--- config.mk ---
export PLATFORM = sky130hd
export DESIGN_NAME = midi_voice_allocator
export DESIGN_NICKNAME = d
export VERILOG_FILES = /design/src/rtl/midi_pkg.sv /design/src/rtl/midi_msg_decode.sv /design/src/rtl/midi_voice_allocator.sv
export SDC_FILE = /design/constraint.sdc
export NUM_CORES = 1
export LEC_CHECK = 0
export BUFFER_PORTS_ARGS = -buffer_cell sky130_fd_sc_hd__buf_2
export CAP_MARGIN = 20
export CORE_UTILIZATION = 45
export CTS_BUF_LIST = sky130_fd_sc_hd__clkbuf_8
export CTS_CLUSTER_DIAMETER = 60
export DETAILED_ROUTE_END_ITERATION = 6
export GPL_TIMING_DRIVEN = 0
export HOLD_SLACK_MARGIN = 0.1
export PLACE_DENSITY_LB_ADDON = 0.3
export SYNTH_ARGS = -nofsm -noshare
export SYNTH_HDL_FRONTEND = slang
export SYNTH_HIERARCHICAL = 1
export SYNTH_SLANG_ARGS = --single-unit
--- constraint.sdc ---
create_clock -name clk -period 4.3 [get_ports clk]
set_input_delay 0.215 -clock clk [delete_from_list [all_inputs] [get_ports clk]]
set_output_delay 0.215 -clock clk [all_outputs]
set_load 0.02 [all_outputs]
--- src/rtl/midi_pkg.sv ---
// midi_pkg: shared MIDI message constants and the decoded message type
package midi_pkg;
   localparam logic [3:0] MIDI_NOTE_OFF    = 4'h8;
   localparam logic [3:0] MIDI_NOTE_ON     = 4'h9;
   localparam logic [3:0] MIDI_CTRL        = 4'hB;
   localparam logic [7:0] CC_ALL_NOTES_OFF = 8'd123;
   localparam logic [7:0] IDLE_PITCH       = 8'hFF;
   typedef enum logic [1:0] {MSG_NONE, MSG_ON, MSG_OFF, MSG_ALL_OFF} midi_msg_t;
endpackage

--- src/rtl/midi_msg_decode.sv ---
// midi_msg_decode: classifies a MIDI word into on/off/all-off after channel filtering
module midi_msg_decode
   import midi_pkg::*;
#(
   parameter int MIDI_CHANNEL = 0,
   parameter bit OMNI         = 1'b0
) (
   input  logic [31:0] word,
   input  logic        valid,
   output midi_msg_t   msg,
   output logic [7:0]  pitch,
   output logic [6:0]  velocity
);
   logic [3:0] msg_type;
   logic [3:0] channel;
   logic       ch_ok;
   logic       unused_bits;
   assign msg_type    = word[23:20];
   assign channel     = word[19:16];
   assign ch_ok       = OMNI || channel == 4'(MIDI_CHANNEL);
   assign pitch       = word[15:8];
   assign velocity    = word[6:0];
   assign unused_bits = ^{word[31:24], word[7]};
   // Velocity-0 note-on is folded into note-off here so the allocator sees one release path
   always_comb
      msg = (!valid || !ch_ok)                                   ? MSG_NONE :
            (msg_type == MIDI_NOTE_ON && velocity != 7'd0)       ? MSG_ON :
            (msg_type == MIDI_NOTE_ON || msg_type == MIDI_NOTE_OFF) ? MSG_OFF :
            (msg_type == MIDI_CTRL && pitch == CC_ALL_NOTES_OFF) ? MSG_ALL_OFF : MSG_NONE;
endmodule

--- src/rtl/midi_voice_allocator.sv ---
// midi_voice_allocator: polyphonic note-to-voice allocation with oldest-voice stealing
module midi_voice_allocator
   import midi_pkg::*;
#(
   parameter int NUM_VOICES   = 4,
   parameter int MIDI_CHANNEL = 0,
   parameter bit OMNI         = 1'b0
) (
   input  logic                    clk,
   input  logic                    rst,
   input  logic                    data_ready,
   input  logic [31:0]             MIDI_data,
   output logic [8*NUM_VOICES-1:0] voice_pitch,
   output logic [7*NUM_VOICES-1:0] voice_velocity,
   output logic [NUM_VOICES-1:0]   voice_active,
   output logic                    note_stolen
);
   localparam int RW = $clog2(NUM_VOICES);
   midi_msg_t           msg;
   logic [7:0]          msg_pitch;
   logic [6:0]          msg_vel;
   logic [7:0]          pitch_q [NUM_VOICES];
   logic [7:0]          pitch_d [NUM_VOICES];
   logic [6:0]          vel_q   [NUM_VOICES];
   logic [6:0]          vel_d   [NUM_VOICES];
   logic [RW-1:0]       rank_q  [NUM_VOICES];
   logic [RW-1:0]       rank_d  [NUM_VOICES];
   logic [NUM_VOICES-1:0] act_q, act_d;
   logic                stolen_q, stolen_d;
   logic                hit, any_free;
   logic [RW-1:0]       hit_idx, free_idx, old_idx, sel;
   logic [RW:0]         lim;

   midi_msg_decode #(.MIDI_CHANNEL(MIDI_CHANNEL), .OMNI(OMNI)) u_decode (
      .word     (MIDI_data),
      .valid    (data_ready),
      .msg      (msg),
      .pitch    (msg_pitch),
      .velocity (msg_vel)
   );

   // Lowest-index matching voice, lowest-index free voice, and the voice holding the oldest rank
   always_comb begin
      hit      = 1'b0;
      hit_idx  = '0;
      any_free = 1'b0;
      free_idx = '0;
      old_idx  = '0;
      for (int v = NUM_VOICES - 1; v >= 0; v--) begin
         if (act_q[v] && pitch_q[v] == msg_pitch) begin
            hit     = 1'b1;
            hit_idx = RW'(v);
         end
         if (!act_q[v]) begin
            any_free = 1'b1;
            free_idx = RW'(v);
         end
         if (act_q[v] && rank_q[v] == RW'(NUM_VOICES - 1))
            old_idx = RW'(v);
      end
   end

   // Voice and age updates; an allocate ages every active voice (lim above all ranks),
   // while retrigger/steal only ages voices newer than the chosen one
   always_comb begin
      pitch_d  = pitch_q;
      vel_d    = vel_q;
      rank_d   = rank_q;
      act_d    = act_q;
      stolen_d = 1'b0;
      sel      = hit ? hit_idx : any_free ? free_idx : old_idx;
      lim      = (hit || !any_free) ? {1'b0, rank_q[sel]} : (RW+1)'(NUM_VOICES);
      if (msg == MSG_ON) begin
         for (int v = 0; v < NUM_VOICES; v++)
            if (act_q[v] && RW'(v) != sel && {1'b0, rank_q[v]} < lim)
               rank_d[v] = rank_q[v] + 1'b1;
         pitch_d[sel] = msg_pitch;
         vel_d[sel]   = msg_vel;
         act_d[sel]   = 1'b1;
         rank_d[sel]  = '0;
         stolen_d     = !hit && !any_free;
      end else if (msg == MSG_OFF && hit) begin
         for (int v = 0; v < NUM_VOICES; v++)
            if (act_q[v] && rank_q[v] > rank_q[hit_idx])
               rank_d[v] = rank_q[v] - 1'b1;
         pitch_d[hit_idx] = IDLE_PITCH;
         vel_d[hit_idx]   = '0;
         act_d[hit_idx]   = 1'b0;
         rank_d[hit_idx]  = '0;
      end else if (msg == MSG_ALL_OFF) begin
         for (int v = 0; v < NUM_VOICES; v++) begin
            pitch_d[v] = IDLE_PITCH;
            vel_d[v]   = '0;
            rank_d[v]  = '0;
         end
         act_d = '0;
      end
   end

   // State registers; reset discards any word presented on the same cycle
   always_ff @(posedge clk) begin
      if (rst) begin
         for (int v = 0; v < NUM_VOICES; v++) begin
            pitch_q[v] <= IDLE_PITCH;
            vel_q[v]   <= '0;
            rank_q[v]  <= '0;
         end
         act_q    <= '0;
         stolen_q <= 1'b0;
      end else begin
         pitch_q  <= pitch_d;
         vel_q    <= vel_d;
         rank_q   <= rank_d;
         act_q    <= act_d;
         stolen_q <= stolen_d;
      end
   end

   for (genvar g = 0; g < NUM_VOICES; g++) begin : g_pack
      assign voice_pitch[8*g +: 8]    = pitch_q[g];
      assign voice_velocity[7*g +: 7] = vel_q[g];
   end
   assign voice_active = act_q;
   assign note_stolen  = stolen_q;
endmodule

### Yosys cells after proc, flatten, opt, wreduce, memory -nomap -nowiden

Index checks and enable logic that the tools add are counted.

* add/sub/neg operators: 8
* multiply operators: 0
* divide/modulo/power cells: 0
* magnitude comparators: 16
* equal/unequal tests: 18
* shift operators: 0
* muxes and demuxes: 83
* bitwise operators: 13
* reduce and logical (&&, ||, !) cells: 40

Operators by type and width (count)
* $mux 32: 3
* $mux 2: 44
* $mux 28: 3
* $mux 8: 5
* $bwmux 32: 1
* $demux 8 s2: 2
* $eq 8x8->1: 4
* $or 32x32->32: 1
* $and 28x28->28: 1
* $bwmux 28: 1
* $demux 7 s2: 2
* $logic_and 1x1->1: 28
* $not 28->28: 1
* $and 8x8->8: 2
* $not 8->8: 2
* $mux 7: 2
* $eq 2x2->1 const B: 6
* $eq 4x4->1 const B: 3
* $lt 2x3->1: 4
* $mux 4: 3
* $mux 1: 10
* $add 2x1->2 const B: 4
* $bmux 2 s2: 2
* $demux 2 s2: 2
* other kinds (24): 42

* bits in registers: 73
* latch bits: 0
* RAM bits: 0
* memory bits (read-only): 0
* input bits: 35
* output and inout port bits: 65
* word-level logic and storage cells: 192
* memories: 0

### Depth between registers and ports, before layout

Gate-level depths: netlist of the first run.

* word-level depth: 19
* gate-level depth with buffers: 17
* gate-level depth less buffers: 15

### Modules after synthesis

The synthesis of the first run kept the hierarchy.

Modules (own cells, without submodules)
* midi_voice_allocator: instances 1, cells each 485, area each 4209.0 µm², seq. area each 1461.4 µm²
* midi_msg_decode: instances 1, cells each 29, area each 229.0 µm², seq. area each 0.0 µm²

### Least setup slack after synthesis of the first run

OpenSTA, ideal clock, no wires.

* path type: reg2reg
* start: register act_q[3] (netlist: voice_active[3])
* end: register rank_q[6] (netlist bit)
* library setup time: 0.112 ns
* arrival: 2.927 ns
* data required time: 4.188 ns
* slack: 1.261 ns
* stages on the path, launching flop included: 15
* buffers on the path: 2
* clock period less this slack: 3.039 ns
* path through: dfxtp_1 -> clkbuf_1 -> nand2_1 -> nor3_4 -> o21ai_2 -> a21oi_2 -> buf_6 -> nand2_1 -> o211ai_1 -> nand3_1 -> ha_1 -> a21bo_2 -> a22oi_1 -> a32oi_1 -> a2111oi_1

* word-level cells in the longest chain between the ends: 18
* elaborated cells on any way between the ends: 64
* those cells by class: 6 x order compare; 40 x mux; 6 x bitwise; 12 x reduce/logical

Ends and longest elaborated chain
* start: declaration: line midi_voice_allocator.sv:28 `logic [NUM_VOICES-1:0] act_q, act_d;`
* start signal: assignment: line midi_voice_allocator.sv:114 `act_q <= act_d;`
* $logic_and 1x1->1: line midi_voice_allocator.sv:58 `if (act_q[v] && rank_q[v] == RW'(NUM_VOICES - 1))`
* $mux 2 (4 in a row): line midi_voice_allocator.sv:58
* $mux 2 (2 in a row): line midi_voice_allocator.sv:71 `sel = hit ? hit_idx : any_free ? free_idx : old_idx;`
* $not 2->3 (not written as such): line midi_voice_allocator.sv:72, midi_voice_allocator.sv:80
* $bmux 2 s2: line midi_voice_allocator.sv:72 `lim = (hit || !any_free) ? {1'b0, rank_q[sel]} : (RW+1)'(NUM_VOICES);`
* $mux 2 (not written as such) (2 in a row): line midi_voice_allocator.sv:72
* $mux 3: line midi_voice_allocator.sv:72
* $lt 2x3->1: line midi_voice_allocator.sv:75 `if (act_q[v] && RW'(v) != sel && {1'b0, rank_q[v]} < lim)`
* $logic_and 1x1->1: line midi_voice_allocator.sv:75
* $mux 2: line midi_voice_allocator.sv:75
* $mux 2: line midi_voice_allocator.sv:73 `if (msg == MSG_ON) begin`
* $and 8x8->8 (no source line)
* $mux 8: line midi_voice_allocator.sv:73
* end signal: assignment: line midi_voice_allocator.sv:113 `rank_q <= rank_d;`
* end: declaration: line midi_voice_allocator.sv:26 `logic [RW-1:0] rank_q [NUM_VOICES];`

Parallel ways exist; a longest one is shown, timed or not. The select of a mux whose other input is x is not followed.
A chain may end at the register's enable or synchronous reset.

### Final worst setup path of the first run

* start: register rank_q[0] (netlist bit)
* end: register rank_q[3] (netlist bit)

* word-level cells in the longest chain between the ends: 19
* elaborated cells on any way between the ends: 37
* those cells by class: 4 x order compare; 2 x eq/ne; 22 x mux; 4 x bitwise; 5 x reduce/logical

Ends and longest elaborated chain (line)
* $eq 2x2->1: midi_voice_allocator.sv:58
* $logic_and 1x1->1: midi_voice_allocator.sv:58
* $mux 2 (4 in a row): midi_voice_allocator.sv:58
* $mux 2 (2 in a row): midi_voice_allocator.sv:71
* $not 2->3 (not written as such): midi_voice_allocator.sv:72, midi_voice_allocator.sv:80
* $bmux 2 s2: midi_voice_allocator.sv:72
* $mux 2 (not written as such) (2 in a row): midi_voice_allocator.sv:72
* $mux 3: midi_voice_allocator.sv:72
* $lt 2x3->1: midi_voice_allocator.sv:75
* $logic_and 1x1->1: midi_voice_allocator.sv:75
* $mux 2: midi_voice_allocator.sv:75
* $mux 2: midi_voice_allocator.sv:73
* $and 8x8->8 (no source line)
* $mux 8 (*): midi_voice_allocator.sv:73

Mark *: on every way between the ends. The rest lies on a longest branch, timed or not. The select of a mux whose other input is x is not followed.

==> summary.md, run 1 <==
| Metric | Value |
|---|---|
| Syn Inst Count | `514` |
| DRC | `0` |
| Antenna Violating Nets Remaining | `0` |
| Peak Freq | `283 MHz` |
| WL final | `12800 um` |
| Number of port buffers | `90` |
| Maximum clock path buffer count | `2` |
| Clk Latency, worst-skew pair | `approximately 0.36 ns` |
| Final setup vio count | `0` |
| Leakage | `2.06 nW` |
| Ys async rst share | `0` |
| Buffers and inverters on the worst path | `1` |
| CP Capture Type | `flop` |
| DIE HEIGHT | `101 um` |
| Cell area after synthesis | `4440 um^2` |
| CP arrival | `between 3 and 4 ns` |
| Setup WS pre-CTS | `0.671 ns` |
| Setup TNS | `0 ns` |
| Final slew viol count | `0` |
| Yosys reg bits | `73` |
| Vias in the first global route | `4091` |
| Synth cell types | `66` |
| Clock Skew | `0.0131 ns` |
| WL per Instance | `17.2 um` |
| Area delta synth->final | `19.2%` |
| Slowest stage delay, CP | `0.52 ns` |
| Initial antenna violation count | `0` |
| Via count | `4373` |
| RSZ-0062 raised after global routing | `false` |
| DRT iter0 DRCs | `between 300 and 400` |
| Die Area | `10300 um^2` |
| Period minus WS final | `3.54 ns` |
| Status | `finished clean` |
| Tcrit/Tclk final | `0.823` |
| Initial core utilization | `0.471` |
| Synth area leaders | `dfxtp_1, xnor2_1, a22oi_1` |
| Layout cells sized above 1 | `0.271` |
| CTS Sinks | `73` |
| CTS H-tree depth | `3` |
| First-pass GRT wire length | `20700 um` |
| Sequential fraction of the synthesis area | `0.329` |
| Worst VDD drop | `roughly 0.13 mV` |
| Final Hold Fails | `0` |
| Synth Warn # | `6` |
| Vias/cell | `5.84` |
| Clock-pin transition on the worst setup and hold timing paths | `roughly 0.08 ns` |
| Mapped Nets | `roughly 570` |
| TritonRoute pass-1 iters | `5` |
| Cts bufs inserted | `9` |
| Clock root buffer | `clkbuf_8` |
| Number of setup buffers added after CTS | `0` |
| Final nets | `666` |
| Post-synth top flop | `dfxtp_1` |
| Startpoint types | `flop` |
| PwrDens | `272 nW/um^2` |
| Max_slew headroom | `0.477` |
| Hold bufs inserted after CTS | `0` |
| DP Area | `slightly above 5000 um^2` |
| Diodes inserted | `0` |
| Gr ovfl total | `0` |
| Worst Path Max Fanout | `10` |
| Worst setup margin | `0.763 ns` |
| Die X | `101 um` |
| Slowest CP cell | `dfxtp_1` |
| Num ports | `100` |
| Final cell area excluding filler cells | `between 5000 and 6000 um^2` |
| Synth top area share | `0.329` |
| Hold WS | `0.243 ns` |
| Critical path required time | `4.55 ns` |
| Worst Max-Slew Pin Slew | `between 0.7 and 0.8 ns` |
| Most used cell, CP | `ha_1` |
| Hold crit path type | `in -> reg` |
| Crit path kind | `reg -> reg` |
| Fin util | `0.562` |
| Max-Cap Viols | `0` |
| Placement row count | `35` |
| Post-synth EDFFs | `0` |
| Final RePlAce weighted congestion | `0.935` |
| Detail Placement HPWL | `9770 um` |
| Core Area | `around 9400 um^2` |
| Gr usage total | `0.262` |
| Cells along the critical path | `ha_1 > nor2b_1 > o21bai_1 > a31oi_1 > o21ai_2 > a21oi_2 > buf_6 > nand2_1 > o211ai_1 > nand3_1 > ha_1 > o21ai_0 > a21o_1 > nand4_1 > a211o_1` |
| Largest net degree at the start of global routing | `14` |
| CTS resizes | `0` |
| CTS tree | `built` |
| Dominant cell type by area after synthesis | `dfxtp_1` |
| Avg Cell Area, Syn | `about 8.6 um^2` |
| Top Family by Delay on Critical Path | `compound AO/OA/AOI/OAI gates` |
tightest hold or removal path, delay by kind of cell:
family          cells  cell delay, ns
simple gates        1            0.14
buf+inv             1            0.11
compound gates      1            0.08
Yosys cell counts, types with 16 or more instances:
cell      count
ha_1         16
dfxtp_1      73
a21oi_1      18
nand2_1      25
xnor2_1      31
buf_4        21
nand3_1      20
nand2b_1     36
a22oi_1      30
nor2_1       45
o22ai_1      33
cells by family (layout without fill, tap and decap cells):
group / Yosys count / after routing / share of synthesized area
AOI/OAI and AO/OA: 149 / 149 / 0.242
xor gates and xnor gates: 33 / 33 / 0.0685
adders and majority gates: 16 / 16 / 0.0451
buffers and inverters: 55 / 161 / 0.0713
DFF: 73 / 73 / 0.329
muxes: 4 / 4 / 0.00987
and+or+nand+nor: 184 / 184 / 0.234
layout make-up:
| type | count | area (um^2) |
|---|---|---|
| tap | 129 | 161 |
| clock buffer | 9 | 124 |
| clock inverter | 7 | 116 |
| sequential | 73 | 1460 |
| timing repair buffer | 90 | 450 |
| buffer | 44 | 275 |
| fill | 890 | 4130 |
| multi-input combinational | 386 | 2660 |
| inverter | 11 | 41.3 |
metal layers:
layer,track usage,vias up,wire (um)
li1,-,2091,-
met1,0.362,2102,5800
met2,0.415,158,5970
met3,0.0455,22,832
met4,0.0847,0,238
met5,0,-,0
cell usage in the layout, fill, tap and decap left out, types with 18 or more instances in the layout:
cell       n
dfxtp_1   73
nand3_1   20
nand2b_1  36
buf_2     96
nor2_1    45
buf_4     21
a21oi_1   18
nand2_1   25
a22oi_1   30
xnor2_1   31
o22ai_1   33
power breakdown:
| group | leakage (nW) | internal, W | switching (W) |
|---|---|---|---|
| registers | 0.589 | 0.000675 | 0.000000330 |
| clock network | 0.125 | 0.000387 | 0.000283 |
| logic | 1.35 | 0.0000440 | 0.0000511 |
stage by stage:
step           std cells  power (W)
2_1_floorplan        514   0.000755
3_3_place_gp         733   0.000784
3_5_place_dp         733   0.000786
4_1_cts              749    0.00145
5_1_grt              749    0.00148
6_report             749    0.00144
state kept, by name, indices dropped and copies added (netlist names):
signal,count
voice_pitch,32
note_stolen,1
rank_q,8
voice_active,4
voice_velocity,28
worst paths after layout:
| path | cells after the start | to | from | slack (ns) |
|---|---|---|---|---|
| setup / recovery | 15 | rank_q[3] | rank_q[0] | 0.76 |
| hold / removal | 3 | rank_q[2] | rst | 0.24 |
| setup reg to reg | 15 | rank_q[3] | rank_q[0] | 0.76 |
| hold reg to reg | 2 | voice_velocity[26] | voice_velocity[26] | 0.51 |
Power figures use the tool's default switching activity.
==> inputs of run 2 (changes only) <==
clock period = 3.2 ns   (was 4.3 ns; I/O delays follow)
==> run 2 against run 1 <==
Net effect:
- utilization increased by 6.3 points
- sequential power rose by 34%
- clock power increased by 34%
- combinational power is 47% higher
- clock skew increased by 0.0026 ns
- via count increased by 6.0%
- critical path type unchanged
- critical endpoint is now rank_q[0]
==> summary.md, run 2 (same netlist as run 1, synthesis figures left out) <==
| Metric | Value |
|---|---|
| Most frequent cells in the layout | `buf_2, buf_4, dfxtp_1` |
| Gr ovfl total | `0` |
| First-pass GRT wire length | `21200 um` |
| Fin util | `0.625` |
| Placement row count | `35` |
| Num ports | `100` |
| CTS Sinks | `73` |
| Hold crit path type | `in -> reg` |
| Hold Path Sink | `rank_q[2]` |
| Cells along the critical path | `xnor2_2 > nand3_1 > nor3_4 > buf_4 > o21ai_2 > a21o_4 > o211ai_1 > nand3_4 > ha_4 > a221oi_4 > buf_4 > nand3_1 > a32oi_1 > nor3_1` |
| RSZ-0062 raised after global routing | `true` |
| Final slew viol count | `0` |
| Die X | `101 um` |
| Leakage | `2.39 nW` |
| TritonRoute pass-1 iters | `5` |
| CTS H-tree depth | `3` |
| Worst hold start | `rst` |
| Maximum clock path buffer count | `2` |
| Worst VDD drop | `between 0.15 and 0.2 mV` |
| Status | `finished clean` |
| Worst R2R Start | `voice_pitch[31]` |
| Hold depth | `3` |
| Worst Max-Slew Pin Slew | `just over 0.9 ns` |
| Max_slew headroom | `0.396` |
| Vias/cell | `5.88` |
| Gr usage total | `0.267` |
| Final Non-Filler Cells | `788` |
| Initial core utilization | `0.471` |
| Flop2flop setup slack | `0.02 ns` |
| WL final | `13900 um` |
| FF-to-FF End | `rank_q[0]` |
| Tcrit/Tclk final | `0.993` |
| DP Area | `a little over 5000 um^2` |
| Placed insts | `between 700 and 800` |
| Via count | `about 4.6k` |
| Number of port buffers | `90` |
| Largest register FFs | `32` |
| Critical path required time | `3.42 ns` |
| Cts bufs inserted | `9` |
| DIE HEIGHT | `101 um` |
| Clk Latency, worst-skew pair | `0.36 ns` |
| CP arrival | `about 3.4 ns` |
| Diodes inserted | `0` |
| Clock-pin transition on the worst setup and hold timing paths | `0.08 ns` |
| Final nets | `705` |
| Hold WS | `between 0.15 and 0.2 ns` |
| Vias in the first global route | `4211` |
| Clock root buffer | `clkbuf_8` |
| PwrDens | `331 nW/um^2` |
| Die Area | `10300 um^2` |
| Period minus WS final | `3.18 ns` |
| Core Area | `9420 um^2` |
| Worst Path Max Fanout | `4` |
| Max-Cap Viols | `0` |
| Startpoint types | `flop` |
| Antenna Violating Nets Remaining | `0` |
| Cells on worst reg2reg path | `14` |
| Initial antenna violation count | `0` |
| CP Capture Type | `flop` |
| Slowest stage delay, CP | `0.41 ns` |
| Most common cell after layout, fill and taps aside | `buf_2` |
| Layout cells sized above 1 | `0.396` |
| Detail Placement HPWL | `9770 um` |
| Final Hold Fails | `0` |
| Final cell area excluding filler cells | `5890 um^2` |
| DRC | `0` |
| Peak Freq | `315 MHz` |
| CTS tree | `built` |
| Final RePlAce weighted congestion | `around 0.94` |
| DRT iter0 DRCs | `349` |
| Clock Skew | `0.0156 ns` |
| Largest net degree at the start of global routing | `14` |
| WL per Instance | `between 15 and 20 um` |
| Area delta synth->final | `32.6%` |
| Final setup vio count | `0` |
| Hold bufs inserted after CTS | `0` |
| Slowest CP cell | `dfxtp_1` |
| Crit path kind | `reg -> reg` |
[run 2: cell count changes in the layout (fill, tap and decap cells not counted), sizes merged]
cell,previous run,this run
buf,120,159
[run 2: routing by layer]
layer,track usage,part of all wire,vias up
met3,0.0497,0.086,28
met2,0.426,0.48,217
li1,-,-,2169
met4,0.0925,0.018,0
met1,0.362,0.42,2222
met5,0,0,-
[run 2: worst max-delay path by stage]
stage | startpoint | to | cells after the start
global placement | MIDI_data[11] | rank_q[6] | 15
finish | voice_pitch[31] | rank_q[0] | 14
floorplan | voice_active[3] | rank_q[6] | 14
global route | voice_pitch[31] | rank_q[5] | 13
detailed placement | MIDI_data[10] | rank_q[5] | 16
CTS | voice_pitch[23] | rank_q[1] | 13
[run 2: where the power goes]
part / total [W] / switching (W) / internal [W]
clock network: 0.000901 / 0.000381 / 0.000520
registers: 0.000906 / 0.000000502 / 0.000906
logic: 0.000140 / 0.0000738 / 0.0000661
[run 2: what timing repair did]
item | CTS | global route
setup endpoints to repair | 8 | 8
resized for setup | 15 | 59
setup buffers | 13 | 28
pin swaps | 4 | 39
[run 2: area by class of cell]
class	count	area (um^2)
fillers	781	3530
multi-input cells	386	2920
flip-flops and latches	73	1490
repair buffers	131	762
plain buffers	42	270
well taps	129	161
clock buffers	9	124
clock inverters	7	116
inverters	11	41.3
[run 2: critical path, delay by kind of cell, from the launching register on]
| family | cells | cell delay [ns] |
|---|---|---|
| flops | 1 | 0.41 |
| fa+ha+maj | 1 | 0.21 |
| xor+xnor | 1 | 0.15 |
| buf+inv | 2 | 0.34 |
| compound gates | 5 | 1.15 |
| simple gates | 5 | 0.78 |
[run 2: stage by stage]
stage | power (W) | worst slack [ns] | TNS, ns
floorplan | 0.00102 | 0.161 | 0
global placement | 0.00105 | -0.290 | -1.63
detailed placement | 0.00106 | -0.374 | -2.36
CTS | 0.00195 | 0.0350 | 0
global route | 0.00200 | -0.111 | -0.475
finish | 0.00195 | 0.0239 | 0
==> inputs of run 3 (changes only) <==
ABC_AREA = 1   (was unset)
==> run 3 against run 2 <==
Net effect:
- via count is 11% higher
- synthesized cell count is 48% higher
- clock power is 11% lower
- total power is 3.9% lower
- global-route usage is 1.5 points lower
- critical endpoint is now rank_q[5]
==> summary.md, run 3 <==
| Metric | Value |
|---|---|
| Status | `finished clean` |
| Antenna Violating Nets Remaining | `0` |
| Number of port buffers | `90` |
| Period minus WS final | `between 2 and 3 ns` |
| Sequential cell area | `1470 um^2` |
| TritonRoute pass-1 iters | `5` |
| Detail Placement HPWL | `10800 um` |
| Clock-pin transition on the worst setup and hold timing paths | `about 0.09 ns` |
| Flop pwr share | `0.485` |
| CP Capture Type | `flop` |
| Dominant cell type by area after synthesis | `dfxtp_1` |
| Count leader, synth | `nand2_1` |
| DRC | `0` |
| Maximum clock path buffer count | `2` |
| Gr usage total | `0.252` |
| Net Switching | `0.000529 W` |
| Filler cell count | `1135` |
| Sequential fraction of the synthesis area | `0.288` |
| Clock root buffer | `clkbuf_8` |
| Leakage | `between 2 and 3 nW` |
| Largest register FFs | `32` |
| RSZ-0062 raised after global routing | `false` |
| Clock share of power | `0.431` |
| Tot Pwr | `0.00187 W` |
| CTS tree | `built` |
| WL final | `14200 um` |
| Core Area | `approximately 11000 um^2` |
| Cts bufs inserted | `9` |
| First-pass GRT wire length | `22700 um` |
| Max-Cap Viols | `0` |
| Worst Max-Slew Pin Slew | `0.567 ns` |
| Final RePlAce weighted congestion | `about 0.91` |
| Synth cell types | `45` |
| Crit path kind | `reg -> reg` |
| Gr ovfl total | `0` |
| Synth Warn # | `6` |
| Post-synth EDFFs | `0` |
| Hold WS | `~0.14 ns` |
| P_int | `0.00134 W` |
| WL per Instance | `14.0 um` |
| Final nets | `about 920` |
| Diodes inserted | `0` |
| DIE HEIGHT | `~110 um` |
| Multi-input logic area | `roughly 3000 um^2` |
| Setup TNS | `0 ns` |
| Syn Inst Count | `approximately 760` |
| Yosys reg bits | `73` |
| Via count | `slightly above 5k` |
| Area delta synth->final | `17.3%` |
| Placement row count | `38` |
| Final slew viol count | `0` |
| Num ports | `100` |
| Most common cell after layout, fill and taps aside | `nand2_1` |
| Max_slew headroom | `0.622` |
| Synth top area share | `0.288` |
| Initial antenna violation count | `0` |
| Top post-synthesis cells by count | `nand2_1, inv_1, dfxtp_1` |
| Critical path required time | `around 3.5 ns` |
| CTS Sinks | `73` |
| Worst VDD drop | `0.230 mV` |
| Most frequent cells in the layout | `nand2_1, buf_2, inv_1` |
| Switching Share | `0.282` |
| Mapped Nets | `roughly 800` |
| Cell area after synthesis | `5080 um^2` |
| Clk Latency, worst-skew pair | `about 0.37 ns` |
| Largest net degree at the start of global routing | `16` |
| Worst Path Max Fanout | `8` |
| CP arrival | `3.23 ns` |
| DRT iter0 DRCs | `343` |
| Initial core utilization | `0.464` |
| Ys async rst share | `0` |
| Vias in the first global route | `4565` |
| Post-synth top flop | `dfxtp_1` |
| Tcrit/Tclk final | `0.926` |
| Die X | `about 110 um` |
| Die Area | `11700 um^2` |
| Final setup vio count | `0` |
| Peak Freq | `337 MHz` |
| Comb power frac | `0.084` |
| Avg Cell Area, Syn | `6.65 um^2` |
| CTS H-tree depth | `3` |
| Startpoint types | `flop` |
| Hold crit path type | `in -> reg` |
| Final Hold Fails | `0` |
| Synth area leaders | `dfxtp_1, nand2_1, inv_1` |
| Vias/cell | `5.08` |
| Hold bufs inserted after CTS | `0` |
| PwrDens | `~310 nW/um^2` |
| Clock Skew | `0.0114 ns` |
| Final cell area excluding filler cells | `5960 um^2` |
| DP Area | `5700 um^2` |
| Layout cells sized above 1 | `0.279` |
-- run 3: changes by cell type after synthesis, sizes merged, moves of 13 or more --
cell / before / now
nor2: 47 / 75
a22oi: 30 / 1
nand3: 21 / 49
inv: 11 / 115
nand2: 25 / 256
nor3: 15 / 2
o21ai: 15 / 29
nand2b: 37 / 0
a21oi: 23 / 53
xnor2: 33 / 2
-- run 3: worst paths after layout --
kind	from	end	slack, ns	depth (start not counted)
worst max-delay path	voice_active[3]	rank_q[5]	0.24	15
worst min-delay path	rst	voice_active[3]	0.14	4
worst min register to register	voice_velocity[27]	voice_velocity[27]	0.46	2
worst max register to register	voice_active[3]	rank_q[5]	0.24	15
-- run 3: cell families (layout without fill, tap and decap cells) --
family / after synthesis / after routing / share of synthesized area
AND/OR/NAND/NOR: 392 / 392 / 0.375
buffers and inverters: 147 / 254 / 0.136
AO/OA/AOI/OAI: 128 / 128 / 0.151
adder cells (fa/ha/maj): 16 / 16 / 0.0394
flip-flops: 73 / 73 / 0.288
XOR/XNOR: 7 / 7 / 0.0121
-- run 3: final cells by class --
class	count	share of cell area
Clock buffer	9	0.0208
Inverter	116	0.0777
Buffer	31	0.0378
Tap cell	140	0.0294
Clock inverter	7	0.0143
Multi-Input combinational cell	543	0.497
Sequential cell	73	0.246
Timing Repair Buffer	91	0.0769
-- run 3: worst max-delay path, cell delays in order, from the launching register on --
cell     delay (ns)
dfxtp_1        0.40
inv_2          0.12
a21oi_1        0.16
nand4_2        0.13
nor2_4         0.19
nand2_2        0.08
a31oi_1        0.21
inv_1          0.12
a221o_1        0.43
ha_1           0.33
inv_1          0.06
nor2_1         0.03
o21ai_1        0.22
o21ai_0        0.11
a21oi_1        0.18
a21oi_2        0.07
-- run 3: stage by stage --
step	util	cells	worst slack [ns]
2_1_floorplan	-	763	0.346
3_3_place_gp	0.522	993	-0.158
3_5_place_dp	0.522	993	-0.233
4_1_cts	0.541	1009	0.129
5_1_grt	0.545	1010	0.00565
6_report	0.545	1010	0.236
-- run 3: power by group through the flow --
stage               Clock (W)  Sequential (W)  Combinational, W
floorplan                   0        0.000930          0.000107
global placement            0        0.000930          0.000155
detailed placement          0        0.000930          0.000156
CTS                  0.000813        0.000909          0.000156
global route         0.000847        0.000909          0.000174
finish               0.000806        0.000909          0.000157
-- run 3: timing repair --
action | 4_1_cts | 5_1_grt
resized for setup | 1 | 14
setup buffers | 0 | 1
pin swaps | 0 | 3
setup endpoints to repair | 8 | 8
-- run 3: layer usage --
layer  wire length (um)  up-vias  share of wire  track usage
met5                  0        -              0            0
met4                185        0          0.013       0.0714
met3               1080       16          0.076       0.0518
met2               6190      181           0.44        0.387
met1               6720     2290           0.47        0.353
li1                   -     2641              -            -
